$ cat src/rtl/llc_tracker_regs_pkg.sv
// Shared LLC constants and types for the tracker register block: set/tag widths,
// line-address and burst-length helpers, DMA/stall defaults and the sweep state type.
package llc_tracker_regs_pkg;

    localparam int LLC_SET_BITS        = 10;
    localparam int LLC_TAG_BITS        = 18;
    localparam int LLC_WAYS            = 16;
    localparam int LLC_LA_BITS         = LLC_TAG_BITS + LLC_SET_BITS;
    localparam int LLC_DMA_CH_DEF      = 2;
    localparam int LLC_LEN_BITS_DEF    = 8;
    localparam int LLC_STALL_DEPTH_DEF = 4;

    typedef logic [LLC_LA_BITS-1:0]      llc_line_addr_t;
    typedef logic [LLC_LEN_BITS_DEF-1:0] llc_len_t;

    typedef enum logic {
        SWEEP_IDLE = 1'b0,
        SWEEP_RUN  = 1'b1
    } sweep_state_e;

    function automatic int llc_line_addr_bits(input int set_bits, input int tag_bits);
        return set_bits + tag_bits;
    endfunction

endpackage

$ cat src/rtl/llc_dma_chan.sv
// One DMA burst channel: line-address counter, remaining-beat counter, active flag
// and the combinational last-beat indicator.
module llc_dma_chan #(
    parameter int LA       = 28,
    parameter int LEN_BITS = 8
) (
    input  logic                clk,
    input  logic                rst,
    input  logic                clr,
    input  logic                load,
    input  logic [LA-1:0]       load_addr,
    input  logic [LEN_BITS-1:0] load_len,
    input  logic                beat,
    output logic [LA-1:0]       addr,
    output logic                active,
    output logic                last
);

    logic [LA-1:0]       addr_q, addr_d;
    logic [LEN_BITS-1:0] rem_q, rem_d;
    logic                active_q, active_d;

    always_comb begin
        addr_d   = addr_q;
        rem_d    = rem_q;
        active_d = active_q;
        if (load) begin
            addr_d   = load_addr;
            // A zero-length burst still moves one beat.
            rem_d    = (load_len == '0) ? LEN_BITS'(1) : load_len;
            active_d = 1'b1;
        end else if (beat && active_q) begin
            addr_d = addr_q + LA'(1);
            rem_d  = rem_q - LEN_BITS'(1);
            if (rem_q == LEN_BITS'(1)) begin
                active_d = 1'b0;
            end
        end
    end

    always_ff @(posedge clk) begin
        if (rst || clr) begin
            addr_q   <= '0;
            rem_q    <= '0;
            active_q <= 1'b0;
        end else begin
            addr_q   <= addr_d;
            rem_q    <= rem_d;
            active_q <= active_d;
        end
    end

    assign addr   = addr_q;
    assign active = active_q;
    assign last   = active_q && (rem_q == LEN_BITS'(1));

endmodule

$ cat src/rtl/llc_tracker_regs.sv
// LLC sequential bookkeeping: set sweep, DMA burst channels, stalled-request FIFO and
// eviction-address capture. Define LLC_STALL_HIT_EN to build the FIFO set-conflict check.
module llc_tracker_regs
    import llc_tracker_regs_pkg::*;
#(
    parameter int SET_BITS    = LLC_SET_BITS,
    parameter int TAG_BITS    = LLC_TAG_BITS,
    parameter int WAYS        = LLC_WAYS,
    parameter int DMA_CH      = LLC_DMA_CH_DEF,
    parameter int LEN_BITS    = LLC_LEN_BITS_DEF,
    parameter int STALL_DEPTH = LLC_STALL_DEPTH_DEF
) (
    input  logic                                    clk,
    input  logic                                    rst,
    input  logic                                    rst_state,
    input  logic                                    sweep_start,
    input  logic                                    sweep_incr,
    output logic [SET_BITS-1:0]                     sweep_set,
    output logic                                    sweep_busy,
    output logic                                    sweep_done,
    input  logic [DMA_CH-1:0]                       dma_load,
    input  logic [TAG_BITS+SET_BITS-1:0]            dma_load_addr,
    input  logic [LEN_BITS-1:0]                     dma_load_len,
    input  logic [DMA_CH-1:0]                       dma_beat,
    output logic [DMA_CH*(TAG_BITS+SET_BITS)-1:0]   dma_addr,
    output logic [DMA_CH-1:0]                       dma_active,
    output logic [DMA_CH-1:0]                       dma_last,
    input  logic                                    stall_push,
    input  logic [SET_BITS-1:0]                     stall_push_set,
    input  logic [TAG_BITS-1:0]                     stall_push_tag,
    input  logic                                    stall_pop,
    output logic [SET_BITS-1:0]                     stall_head_set,
    output logic [TAG_BITS-1:0]                     stall_head_tag,
    output logic                                    stall_valid,
    output logic                                    stall_full,
    output logic [$clog2(STALL_DEPTH):0]            stall_count,
    output logic                                    stall_ovf,
    input  logic [SET_BITS-1:0]                     match_set,
    output logic                                    stall_hit,
    input  logic                                    lookup_en,
    input  logic [$clog2(WAYS)-1:0]                 way_next,
    input  logic [SET_BITS-1:0]                     set,
    input  logic [WAYS*TAG_BITS-1:0]                tags_buf,
    output logic [TAG_BITS+SET_BITS-1:0]            addr_evict
);

    localparam int LA       = llc_line_addr_bits(SET_BITS, TAG_BITS);
    localparam int PTR_BITS = $clog2(STALL_DEPTH);
    localparam int CNT_BITS = PTR_BITS + 1;

    // ---------------- sweep counter ----------------
    sweep_state_e        sweep_state_q, sweep_state_d;
    logic [SET_BITS-1:0] sweep_set_q, sweep_set_d;
    logic                sweep_done_q, sweep_done_d;

    always_comb begin
        sweep_state_d = sweep_state_q;
        sweep_set_d   = sweep_set_q;
        sweep_done_d  = 1'b0;
        if (sweep_start) begin
            sweep_set_d   = '0;
            sweep_state_d = SWEEP_RUN;
        end else if (sweep_incr && (sweep_state_q == SWEEP_RUN)) begin
            if (sweep_set_q == '1) begin
                sweep_set_d   = '0;
                sweep_state_d = SWEEP_IDLE;
                sweep_done_d  = 1'b1;
            end else begin
                sweep_set_d = sweep_set_q + SET_BITS'(1);
            end
        end
    end

    always_ff @(posedge clk) begin
        if (rst || rst_state) begin
            sweep_state_q <= SWEEP_IDLE;
            sweep_set_q   <= '0;
            sweep_done_q  <= 1'b0;
        end else begin
            sweep_state_q <= sweep_state_d;
            sweep_set_q   <= sweep_set_d;
            sweep_done_q  <= sweep_done_d;
        end
    end

    assign sweep_set  = sweep_set_q;
    assign sweep_busy = (sweep_state_q == SWEEP_RUN);
    assign sweep_done = sweep_done_q;

    // ---------------- DMA channels ----------------
    for (genvar gi = 0; gi < DMA_CH; gi++) begin : g_chan
        llc_dma_chan #(
            .LA       (LA),
            .LEN_BITS (LEN_BITS)
        ) u_chan (
            .clk       (clk),
            .rst       (rst),
            .clr       (rst_state),
            .load      (dma_load[gi]),
            .load_addr (dma_load_addr),
            .load_len  (dma_load_len),
            .beat      (dma_beat[gi]),
            .addr      (dma_addr[gi*LA +: LA]),
            .active    (dma_active[gi]),
            .last      (dma_last[gi])
        );
    end

    // ---------------- stall FIFO ----------------
    logic [SET_BITS-1:0] set_mem [STALL_DEPTH];
    logic [TAG_BITS-1:0] tag_mem [STALL_DEPTH];
    logic [PTR_BITS-1:0] wr_ptr_q, wr_ptr_d, rd_ptr_q, rd_ptr_d;
    logic [CNT_BITS-1:0] count_q, count_d;
    logic                ovf_q, ovf_d;
    logic                full, do_push, do_pop;

    assign full = (count_q == CNT_BITS'(STALL_DEPTH));

    always_comb begin
        do_pop   = stall_pop && (count_q != '0);
        // When full, a push only lands if a pop frees the head in the same cycle.
        do_push  = stall_push && (!full || stall_pop);
        wr_ptr_d = do_push ? wr_ptr_q + PTR_BITS'(1) : wr_ptr_q;
        rd_ptr_d = do_pop  ? rd_ptr_q + PTR_BITS'(1) : rd_ptr_q;
        count_d  = count_q;
        case ({do_push, do_pop})
            2'b10:   count_d = count_q + CNT_BITS'(1);
            2'b01:   count_d = count_q - CNT_BITS'(1);
            default: count_d = count_q;
        endcase
        ovf_d = ovf_q || (stall_push && full && !stall_pop);
    end

    always_ff @(posedge clk) begin
        if (rst || rst_state) begin
            wr_ptr_q <= '0;
            rd_ptr_q <= '0;
            count_q  <= '0;
            ovf_q    <= 1'b0;
        end else begin
            wr_ptr_q <= wr_ptr_d;
            rd_ptr_q <= rd_ptr_d;
            count_q  <= count_d;
            ovf_q    <= ovf_d;
        end
    end

    always_ff @(posedge clk) begin
        if (do_push && !rst && !rst_state) begin
            set_mem[wr_ptr_q] <= stall_push_set;
            tag_mem[wr_ptr_q] <= stall_push_tag;
        end
    end

    // Storage is not cleared; head outputs are masked so an empty FIFO reads as zero.
    assign stall_valid    = (count_q != '0);
    assign stall_full     = full;
    assign stall_count    = count_q;
    assign stall_ovf      = ovf_q;
    assign stall_head_set = stall_valid ? set_mem[rd_ptr_q] : '0;
    assign stall_head_tag = stall_valid ? tag_mem[rd_ptr_q] : '0;

`ifdef LLC_STALL_HIT_EN
    logic [STALL_DEPTH-1:0] hit_vec;
    for (genvar gi = 0; gi < STALL_DEPTH; gi++) begin : g_hit
        logic [PTR_BITS-1:0] offs;
        // Entry gi is live when its distance from the head is below the count.
        assign offs        = PTR_BITS'(gi) - rd_ptr_q;
        assign hit_vec[gi] = ({1'b0, offs} < count_q) && (set_mem[gi] == match_set);
    end
    assign stall_hit = |hit_vec;
`else
    logic unused_match_set;
    assign unused_match_set = ^match_set;
    assign stall_hit        = 1'b0;
`endif

    // ---------------- eviction capture ----------------
    logic [TAG_BITS-1:0] tag_way [WAYS];
    logic [LA-1:0]       evict_q, evict_d;

    for (genvar gi = 0; gi < WAYS; gi++) begin : g_way
        assign tag_way[gi] = tags_buf[gi*TAG_BITS +: TAG_BITS];
    end

    always_comb begin
        evict_d = evict_q;
        if (lookup_en) begin
            evict_d = {tag_way[way_next], set};
        end
    end

    always_ff @(posedge clk) begin
        if (rst) begin
            evict_q <= '0;
        end else if (!rst_state) begin
            evict_q <= evict_d;
        end
    end

    assign addr_evict = evict_q;

endmodule

$ cat config.mk
export PLATFORM = sky130hd
export DESIGN_NAME = llc_tracker_regs
export DESIGN_NICKNAME = d
export VERILOG_FILES = /design/src/rtl/llc_tracker_regs_pkg.sv /design/src/rtl/llc_dma_chan.sv /design/src/rtl/llc_tracker_regs.sv
export SDC_FILE = /design/constraint.sdc
export NUM_CORES = 1
export LEC_CHECK = 0
export BUFFER_PORTS_ARGS = -buffer_cell sky130_fd_sc_hd__buf_2
export CORE_AREA = 2 2 203 205
export CTS_BUF_LIST = sky130_fd_sc_hd__clkbuf_8 sky130_fd_sc_hd__clkbuf_16
export DETAILED_ROUTE_END_ITERATION = 8
export DIE_AREA = 0 0 205 207
export PLACE_DENSITY = 0.58
export SLEW_MARGIN = 20
export SYNTH_ARGS = -nofsm -noshare
export SYNTH_HDL_FRONTEND = slang
export SYNTH_SLANG_ARGS = --single-unit
$ cat constraint.sdc
create_clock -name clk -period 2.05 [get_ports clk]
set_input_delay 0.41 -clock clk [delete_from_list [all_inputs] [get_ports clk]]
set_output_delay 0.41 -clock clk [all_outputs]
set_load 0.05 [all_outputs]
==> run_results.csv, run 1 <==
group,metric,value,unit
run_status,status,"finished, violations left",
run_status,violations,"setup timing",
synthesis,avgSynthCellArea,12.0,µm²
timing,fin_ws,-0.458,ns
detailed_routing,met2_length,26800,µm
flow_run,drv_cap,0,
place,portBuffers,511,
detailed_routing,top_layer,"met5",
floorplanning,die_width,205,µm
setup_path,r2r-end,"g_chan[0].u_chan.rem_q[7]",
timing,tightest_slew,1.02,ns
timing,final-max-slew-violation-count,0,
cts,cts_buffer_depth,3,
place,hpwl,48500,µm
grt,antenna_found_initial,51,
setup_path,start_kind,"flop",
setup_path,ff2ff_setup_slack,0.09,ns
detailed_routing,firstDrtPassIters,5,
cts,tritoncts,"yes",
detailed_routing,wl_met3,5650,µm
grt,globalRoute.totalOverflow,0,
setup_path,cp_max_fo,2,
detailed_routing,initialDrtViolationCount,893,
floorplanning,core-area,0.0404,mm²
synthesis,yosysWarnings,0,
place,place.gp.congestion,0.989,
final_layout,drive_gt1_frac,0.510,
floorplanning,rows,74,
setup_path,cp.required,1.64,ns
synthesis,yosysSeqAreaShare,0.473,
cts,h-tree-depth,1,
pwr,cellLeakagePower,7.16,nW
setup_path,critPathLaunch,"g_chan[1].u_chan.rem_q[6]",
detailed_routing,routed_via_density,5.20,
setup_path,slowest_stage,"or4_4",
grt,first_global_vias,11100,
floorplanning,dieHeight,207,µm
hold_path,hold_depth,1,
detailed_routing,antenna_left,0,
pwr,peakVddDrop,0.560,mV
synthesis,synth_cells,1028,
synthesis,yosys.area.top_type_share,0.272,
timing,fin_crit,2.51,ns
detailed_routing,remaining_drc_errors,0,
floorplanning,ios,523,
place,post-place-cells,2063,
place,placed_area,0.0160,mm²
synthesis,yosysTopAreaCell,"edfxtp_1",
synthesis,synthFlopType,"dfxtp_1",
timing,timing.fmax,399,MHz
timing,slew_headroom,0.323,
grt,grt_pass1_wl,82400,µm
detailed_routing,met1_length,24300,µm
setup_path,rr_startpoint,"g_chan[0].u_chan.rem_q[2]",
place,place_ws,-0.0700,ns
setup_path,worstRegToRegCells,12,
pwr,seqPwrFrac,0.408,
final_layout,final_cells,2162,
cts,clock-sinks,236,
setup_path,critPathCaptureType,"output port",
timing,fin_worst_skew,0.0124,ns
setup_path,worstSetupPathType,"reg2out",
synthesis,synth_edf_count,112,
pwr,p_switching,0.00341,W
synthesis,synth_most_common_cell,"dfxtp_1",
synthesis,synth_cell_types,61,
timing,period_share,1.22,
grt,grt_max_degree,46,
synthesis,synth_area,0.0124,mm²
final_layout,stdcell_area,0.0176,mm²
cts,holdBufCountCts,0,
final_layout,nNetsFinal,1978,
grt,grt_use_total,0.272,
final_layout,syn_to_final_growth,42.4,%
floorplanning,fp.dieArea,0.0424,mm²
timing,report.final.setup_viol,31,
timing,tns,-9.70,ns
setup_path,cp.arrival,2.10,ns
setup_path,worstPathCellList,"or4_4 -> nor4b_4 -> and2_4 -> buf_12",
synthesis,synth_common_cells,"dfxtp_1, edfxtp_1, mux4_2",
cts,path_clk_slew,0.06,ns
synthesis,ys_top_cells_by_area,"edfxtp_1, dfxtp_1, mux4_2",
detailed_routing,drt_wl_total,58800,µm
pwr,p_int,0.00926,W
setup_path,endpoint,"dma_last[1]",
cts,cts-root-buf,"clkbuf_16",
synthesis,synth_async_sr_flop_share,0,
pwr,clkPwrFrac,0.415,
timing,rsz0062_at_grt,"yes",
pwr,powerDensity,720,mW/mm²
synthesis,synthesis.nets,1429,
hold_path,min_path_type,"in2reg",
setup_path,max_stage_delay,0.56,ns
detailed_routing,vias,11200,
detailed_routing,wire_per_inst,27.2,µm
synthesis,ys_ff_latch,236,
final_layout,fillers,3877,
floorplanning,start_util,0.306,
pwr,power.share.switching,0.269,
pwr,p_comb_frac,0.177,
timing,hold_viol,0,
cts,cts_buffers,28,
cts,worstSkewPairLatency,0.54,ns
==> routing by layer <==
layer,global-route usage,vias to the layer above
met3,0.0744,100
met1,0.368,5578
li1,-,5035
met2,0.425,520
met5,0,-
met4,0.0801,16
==> cell usage in the layout (no fill, tap or decap), types with 6 or more instances in the layout <==
master / n
buf_2: 479
dfxtp_1: 115
edfxtp_1: 112
mux4_2: 98
a21oi_1: 79
nor2_1: 66
buf_4: 55
nand2_1: 53
xnor2_1: 46
o21ai_0: 42
diode_2: 32
xor2_1: 32
and2_4: 31
clkbuf_16: 29
mux2i_1: 28
nand3_1: 27
buf_6: 26
inv_1: 23
buf_12: 22
o21ai_1: 21
nor2b_1: 18
nand4_1: 16
a221oi_1: 16
nor3_1: 15
and3_1: 14
ha_1: 11
and4_1: 8
nor3_2: 8
a211oi_1: 7
o22ai_1: 6
clkinv_2: 6
==> worst max-delay path: cells and delay by family (launching register included) <==
| kind | cells | cell delay [ns] |
|---|---|---|
| buffers and inverters | 1 | 0.13 |
| AND/OR/NAND/NOR | 3 | 1.10 |
| flip-flops | 1 | 0.32 |
==> metrics by stage <==
step           hold slack, ns  utilization  power (W)
2_1_floorplan           0.485            -    0.00641
3_3_place_gp            0.441        0.396    0.00732
3_5_place_dp            0.451        0.396    0.00734
4_1_cts                0.0547        0.432     0.0128
5_1_grt                0.0609        0.435     0.0131
6_report               0.0854        0.436     0.0127
==> logic make-up after synthesis <==
family                     count (synthesis)  synth area share
AOI/OAI and AO/OA                        180            0.0822
xor gates and xnor gates                  78            0.0553
adders and majority gates                 13            0.0138
buffers and inverters                     92            0.0342
DFF                                      236             0.473
muxes                                    127             0.202
other                                      1          0.000304
and+or+nand+nor                          301             0.139
==> how the worst min path moves through the flow <==
stage | end | start
final | tag_mem[0][17] | stall_push_tag[17]
after global routing | tag_mem[0][17] | stall_push_tag[17]
after CTS | tag_mem[0][5] | stall_push_tag[5]
after detailed placement | addr_evict[8] | addr_evict[8]
after global placement | addr_evict[8] | addr_evict[8]
after floorplan | flop | rd_ptr_q[1]
==> flip-flops by register name, summed over array words and instances (netlist names), named ones only <==
name                  cells
tag_mem                  72
g_chan.u_chan.addr       56
set_mem                  40
addr_evict               28
g_chan.u_chan.rem_q      16
sweep_set                10
stall_count               3
g_chan.u_chan.active      2
rd_ptr_q                  2
wr_ptr_q                  2
stall_ovf                 1
sweep_busy                1
sweep_done                1
==> power groups by stage <==
stage / clock network (W) / logic, W / registers (W)
finish: 0.00526 / 0.00224 / 0.00517
global route: 0.00560 / 0.00237 / 0.00518
CTS: 0.00539 / 0.00223 / 0.00516
detailed placement: 0 / 0.00208 / 0.00526
global placement: 0 / 0.00207 / 0.00525
floorplan: 0 / 0.000890 / 0.00552
==> timing repair <==
| action | CTS | global route |
|---|---|---|
| buffers inserted | 11 | 5 |
| cloned | 1 | 1 |
| resized for setup | 114 | 6 |
| pin swaps | 3 | 8 |
| endpoints found under the setup margin | 31 | 35 |
==> area by class of cell <==
class | count | area (µm²) | share of cell area
Multi-Input combinational cell | 700 | 6240 | 0.355
Sequential cell | 236 | 5870 | 0.334
Timing Repair Buffer | 589 | 3670 | 0.209
Clock buffer | 31 | 742 | 0.0422
Tap cell | 532 | 666 | 0.0378
Clock inverter | 20 | 239 | 0.0136
Inverter | 22 | 82.6 | 0.00469
Antenna cell | 32 | 80.1 | 0.00455
(Power assumes the default switching activity.)
==> inputs of run 2 (changes only) <==
--- a/config.mk
+++ b/config.mk
@@ -6,12 +6,13 @@
 export NUM_CORES = 1
 export LEC_CHECK = 0
 export BUFFER_PORTS_ARGS = -buffer_cell sky130_fd_sc_hd__buf_2
-export CORE_AREA = 2 2 203 205
+export CORE_AREA = 2 2 205 207
 export CTS_BUF_LIST = sky130_fd_sc_hd__clkbuf_8 sky130_fd_sc_hd__clkbuf_16
 export DETAILED_ROUTE_END_ITERATION = 8
-export DIE_AREA = 0 0 205 207
-export PLACE_DENSITY = 0.58
+export DIE_AREA = 0 0 207 209
+export PLACE_DENSITY = 0.57
 export SLEW_MARGIN = 20
 export SYNTH_ARGS = -nofsm -noshare
 export SYNTH_HDL_FRONTEND = slang
+export SYNTH_HIERARCHICAL = 1
 export SYNTH_SLANG_ARGS = --single-unit
==> run_results.csv, run 2 <==
group,metric,value,unit
pwr,powerDensity,690,mW/mm²
pwr,p_int,0.00882,W
timing,whs,0.0746,ns
setup_path,rr_startpoint,"stall_count[1]",
run_status,status,"finished, violations left",
pwr,p_switching,0.00339,W
setup_path,critPathCaptureType,"output port",
final_layout,mostFrequentLayoutCells,"buf_2, dfxtp_1, edfxtp_1, mux2i_1, a21oi_1",
place,hpwl,42600,µm
final_layout,syn_to_final_growth,40.7,%
final_layout,largest_register,"tag_mem",
synthesis,avgSynthCellArea,11.4,µm²
synthesis,yosysWarnings,6,
detailed_routing,initialDrtViolationCount,748,
cts,h-tree-depth,1,
setup_path,cp_max_fo,12,
setup_path,worstSetupPathType,"reg2out",
detailed_routing,antenna_left,0,
timing,fin_ws,-0.319,ns
detailed_routing,remaining_drc_errors,0,
final_layout,largest_register_ffs,72,
cts,tritoncts,"yes",
setup_path,endpoint,"stall_head_set[7]",
timing,period_share,1.16,
floorplanning,rows,75,
synthesis,synthFlopType,"dfxtp_1",
run_status,violations,"setup timing",
final_layout,nNetsFinal,2058,
grt,antenna_found_initial,23,
setup_path,start_kind,"flop",
pwr,seqPwrFrac,0.423,
synthesis,ys_ff_latch,236,
setup_path,worstRegToRegCells,9,
timing,slew_headroom,0.671,
pwr,clkPwrFrac,0.391,
floorplanning,core-area,0.0413,mm²
synthesis,yosysSeqAreaShare,0.465,
detailed_routing,drt_wl_total,52300,µm
setup_path,r2r-end,"stall_count[2]",
cts,path_clk_slew,0.06,ns
floorplanning,start_util,0.305,
final_layout,regArea,0.00587,mm²
synthesis,synth_most_common_cell,"dfxtp_1",
cts,cts-root-buf,"clkbuf_16",
cts,clock-sinks,236,
final_layout,drive_gt1_frac,0.464,
detailed_routing,firstDrtPassIters,5,
timing,report.final.setup_viol,31,
final_layout,mostFrequentLayoutCell,"buf_2",
floorplanning,dieHeight,209,µm
final_layout,multi_input_area,0.00647,mm²
grt,globalRoute.totalOverflow,0,
hold_path,min_path_type,"in2reg",
timing,fin_crit,2.37,ns
cts,cts_buffer_depth,3,
detailed_routing,routed_via_density,5.01,
synthesis,synth_cells,1102,
timing,tightest_slew,0.480,ns
synthesis,synth_common_cells,"dfxtp_1, edfxtp_1, mux2i_1",
cts,cts_buffers,28,
place,portBuffers,511,
flow_run,drv_cap,0,
detailed_routing,vias,11200,
timing,final-max-slew-violation-count,0,
timing,timing.fmax,422,MHz
timing,fin_worst_skew,0.00792,ns
grt,grt_pass1_wl,75500,µm
setup_path,cp.required,1.64,ns
pwr,p_comb_frac,0.186,
synthesis,synthesis.nets,1503,
synthesis,synth_cell_types,54,
floorplanning,ios,523,
final_layout,fillers,4076,
setup_path,ff2ff_setup_slack,0.08,ns
synthesis,synth_edf_count,112,
grt,grt_use_total,0.235,
detailed_routing,wire_per_inst,23.4,µm
timing,hold_viol,0,
grt,grt_max_degree,48,
synthesis,yosys.area.top_type_share,0.267,
pwr,cellLeakagePower,7.49,nW
floorplanning,die_width,207,µm
grt,first_global_vias,11200,
synthesis,synth_async_sr_flop_share,0,
pwr,power.share.switching,0.278,
setup_path,cp.arrival,1.96,ns
timing,rsz0062_at_grt,"yes",
cts,worstSkewPairLatency,0.55,ns
pwr,peakVddDrop,0.486,mV
place,post-place-cells,2161,
final_layout,final_cells,2234,
synthesis,yosysTopAreaCell,"edfxtp_1",
synthesis,synth_area,0.0126,mm²
synthesis,ys_top_cells_by_area,"edfxtp_1, dfxtp_1, mux4_2",
floorplanning,fp.dieArea,0.0433,mm²
timing,tns,-8.76,ns
place,place.gp.congestion,0.971,
==> run 2: power by group through the flow <==
stage / combinational (W) / clock, W / sequential (W)
2_1_floorplan: 0.000904 / 0 / 0.00553
5_1_grt: 0.00242 / 0.00509 / 0.00518
3_3_place_gp: 0.00213 / 0 / 0.00525
6_report: 0.00227 / 0.00478 / 0.00517
3_5_place_dp: 0.00215 / 0 / 0.00526
4_1_cts: 0.00226 / 0.00492 / 0.00516
==> run 2: through the flow <==
| step | power [W] | setup WS [ns] | util | cell area, µm² |
|---|---|---|---|---|
| 6_report | 0.0122 | -0.319 | 0.429 | 17700 |
| 3_3_place_gp | 0.00739 | -0.213 | 0.394 | 16300 |
| 3_5_place_dp | 0.00740 | -0.204 | 0.394 | 16300 |
| 4_1_cts | 0.0123 | -0.381 | 0.425 | 17600 |
| 2_1_floorplan | 0.00643 | -0.0177 | - | 12600 |
| 5_1_grt | 0.0127 | -0.395 | 0.428 | 17700 |
==> run 2: worst min-delay path by stage <==
stage	from	endpoint	depth (start not counted)
6_report	stall_push_tag[3]	tag_mem[0][3]	1
5_1_grt	stall_push_tag[3]	tag_mem[0][3]	1
4_1_cts	stall_push_tag[3]	tag_mem[0][3]	1
3_5_place_dp	addr_evict[2]	addr_evict[2]	2
3_3_place_gp	addr_evict[7]	addr_evict[7]	2
2_1_floorplan	wr_ptr_q[1]	wr_ptr_q[1]	2
==> run 2: layout make-up <==
cell class | count | share of cell area
antenna | 18 | 0.00255
clock buffer | 29 | 0.0410
clock inverter | 21 | 0.00898
inverter | 27 | 0.00573
multi-input combinational | 767 | 0.366
sequential | 236 | 0.332
tap | 539 | 0.0381
timing repair buffer | 597 | 0.206
==> run 2: cell families (layout without fill, tap and decap cells) <==
group | after synthesis | in the layout | synth area share
other | 1 | 19 | 0.000298
xor gates and xnor gates | 78 | 78 | 0.0543
adders and majority gates | 13 | 13 | 0.0135
DFF | 236 | 236 | 0.465
and+or+nand+nor | 310 | 310 | 0.139
AOI/OAI and AO/OA | 197 | 197 | 0.0954
muxes | 168 | 168 | 0.197
buffers and inverters | 99 | 674 | 0.0353
==> run 2: critical path: stages, from the launching register on <==
cell and delay, ns:
dfxtp_4 0.40, buf_12 0.17, mux4_2 0.52, and2_4 0.18, buf_8 0.14
==> run 2: repair_timing <==
action,CTS,global route
setup endpoints to repair,32,34
pin swaps,1,4
resized for setup,108,19
buffers inserted,2,2
hold buffers,0,0
gates cloned,1,0
==> run 2: metal layers <==
metal / wire length [µm] / vias to the layer above / global-route usage / part of all wire
met5: 13 / - / 0 / 0.00025
met4: 1530 / 2 / 0.0628 / 0.029
met3: 3680 / 58 / 0.0380 / 0.070
met2: 24600 / 420 / 0.389 / 0.47
met1: 22500 / 5444 / 0.319 / 0.43
li1: - / 5274 / - / -
==> inputs of run 3 (changes only) <==
--- a/config.mk
+++ b/config.mk
@@ -10,7 +10,9 @@
 export CTS_BUF_LIST = sky130_fd_sc_hd__clkbuf_8 sky130_fd_sc_hd__clkbuf_16
 export DETAILED_ROUTE_END_ITERATION = 8
 export DIE_AREA = 0 0 207 209
+export GPL_ROUTABILITY_DRIVEN = 0
 export PLACE_DENSITY = 0.57
+export REMOVE_ABC_BUFFERS = 1
 export SLEW_MARGIN = 20
 export SYNTH_ARGS = -nofsm -noshare
 export SYNTH_HDL_FRONTEND = slang
==> run_results.csv, run 3 (synthesis results as in run 2) <==
group,metric,value,unit
floorplanning,start_util,0.305,
setup_path,ff2ff_setup_slack,-0.07,ns
final_layout,stdcell_area,0.0177,mm²
final_layout,nNetsFinal,2050,
setup_path,worstRegToRegCells,10,
hold_path,hold_depth,1,
grt,grt_pass1_wl,76500,µm
setup_path,worstSetupPathType,"reg2out",
floorplanning,ios,523,
hold_path,min_path_type,"in2reg",
timing,rsz0062_at_grt,"yes",
final_layout,regArea,0.00586,mm²
hold_path,min_from,"stall_push_set[8]",
grt,globalRoute.totalOverflow,0,
place,post-place-cells,2148,
hold_path,hold_path_end,"set_mem[0][8]",
flow_run,drv_cap,0,
timing,report.final.setup_viol,32,
cts,cts_buffers,27,
detailed_routing,remaining_drc_errors,0,
cts,tritoncts,"yes",
pwr,p_switching,0.00339,W
timing,timing.fmax,417,MHz
setup_path,worstPathCellList,"buf_12 -> buf_16 -> mux4_2 -> and2_4 -> buf_6",
pwr,seqPwrFrac,0.418,
grt,grt_use_total,0.238,
place,placed_area,0.0161,mm²
final_layout,drive_gt1_frac,0.458,
setup_path,cp.required,1.64,ns
detailed_routing,vias,11500,
final_layout,syn_to_final_growth,40.9,%
final_layout,largest_register_ffs,72,
detailed_routing,wire_per_inst,23.9,µm
pwr,clkPwrFrac,0.397,
timing,fin_ws,-0.345,ns
cts,clock-sinks,236,
floorplanning,rows,75,
final_layout,largest_register,"tag_mem",
run_status,status,"finished, violations left",
detailed_routing,initialDrtViolationCount,955,
setup_path,slowest_stage,"mux4_2",
floorplanning,core-area,0.0413,mm²
final_layout,multi_input_area,0.00646,mm²
final_layout,mostFrequentLayoutCell,"buf_2",
timing,fin_crit,2.40,ns
setup_path,max_stage_delay,0.50,ns
timing,final-max-slew-violation-count,0,
place,hpwl,42700,µm
grt,first_global_vias,11300,
setup_path,cp.arrival,1.99,ns
setup_path,r2r-end,"stall_count[2]",
pwr,powerDensity,697,mW/mm²
detailed_routing,drt_wl_total,53300,µm
setup_path,cp_max_fo,5,
pwr,p_int,0.00897,W
detailed_routing,antenna_left,0,
floorplanning,fp.dieArea,0.0433,mm²
run_status,violations,"setup timing",
detailed_routing,routed_via_density,5.14,
setup_path,rr_startpoint,"stall_count[0]",
final_layout,final_cells,2231,
setup_path,critPathCaptureType,"output port",
timing,period_share,1.17,
final_layout,mostFrequentLayoutCells,"buf_2, dfxtp_1, edfxtp_1, mux2i_1, a21oi_1",
cts,holdBufCountCts,0,
pwr,peakVddDrop,0.545,mV
floorplanning,die_width,207,µm
pwr,cellLeakagePower,7.49,nW
grt,antenna_found_initial,40,
place,portBuffers,511,
detailed_routing,firstDrtPassIters,5,
cts,cts_buffer_depth,3,
timing,tightest_slew,0.629,ns
timing,fin_worst_skew,0.0121,ns
final_layout,fillers,4014,
cts,worstSkewPairLatency,0.54,ns
final_layout,fin_util,0.429,
floorplanning,dieHeight,209,µm
setup_path,start_kind,"flop",
cts,path_clk_slew,0.06,ns
pwr,p_comb_frac,0.185,
pwr,power.share.switching,0.274,
cts,h-tree-depth,1,
timing,hold_viol,0,
cts,cts-root-buf,"clkbuf_16",
timing,slew_headroom,0.580,
grt,grt_max_degree,46,
## run 3: cell types whose count changed in the layout (fill, tap and decap cells not counted), moves of 2 or more
cell and delta:
clkinv_2 +2, buf_4 -12, dfxtp_1 +4, buf_8 +5, dfxtp_2 -2, bufinv_16 +2
dfxtp_4 -2, and2_2 -4, buf_6 -2, diode_2 +5, inv_1 -2, and2_1 +3
## run 3: power by group through the flow
stage	clock network, W	registers, W	logic [W]
final	0.00491	0.00516	0.00229
after detailed placement	0	0.00525	0.00210
after global routing	0.00522	0.00517	0.00242
after CTS	0.00503	0.00516	0.00225
after global placement	0	0.00525	0.00208
after floorplan	0	0.00554	0.000776
## run 3: repair_timing
action / 4_1_cts / 5_1_grt
resized for setup: 126 / 21
setup endpoints to repair: 33 / 33
buffers inserted: 4 / 5
gates cloned: 3 / 1
pin swaps: 9 / 8
## run 3: layout make-up
cell class,count,share of cell area
Sequential cell,236,0.331
Tap cell,539,0.0381
Clock buffer,28,0.0389
Inverter,27,0.00572
Clock inverter,21,0.0117
Timing Repair Buffer,590,0.207
Antenna cell,23,0.00325
Multi-Input combinational cell,767,0.365
## run 3: critical path: cells and delay by family, from the launching register on
family	cells	cell delay, ns
DFF	1	0.41
muxes	1	0.50
buffers and inverters	3	0.37
and+or+nand+nor	1	0.17
## run 3: layer usage
| metal | vias up | wire length [µm] | GRT usage |
|---|---|---|---|
| met1 | 5535 | 21200 | 0.296 |
| met3 | 116 | 5540 | 0.0831 |
| met5 | - | 159 | 0 |
| li1 | 5256 | - | - |
| met2 | 544 | 24300 | 0.369 |
| met4 | 24 | 2020 | 0.117 |
## run 3: worst max path at each step
stage | from | endpoint | cells past startpoint
after floorplan | stall_count[0] | stall_count[2] | 8
after global placement | stall_pop | stall_count[2] | 10
after detailed placement | stall_pop | stall_count[2] | 10
after CTS | flop | stall_head_set[6] | 4
after global routing | flop | stall_head_tag[3] | 4
final | flop | stall_head_tag[11] | 5
## run 3: metrics by stage
step	setup TNS, ns	worst slack, ns	total power [W]	hold slack, ns
after global routing	-11.35	-0.400	0.0128	0.0723
after CTS	-10.85	-0.408	0.0124	0.0546
final	-9.24	-0.345	0.0124	0.0833
after detailed placement	-0.512	-0.390	0.00735	0.447
after global placement	-0.381	-0.318	0.00733	0.444
after floorplan	-58.24	-0.871	0.00631	0.469
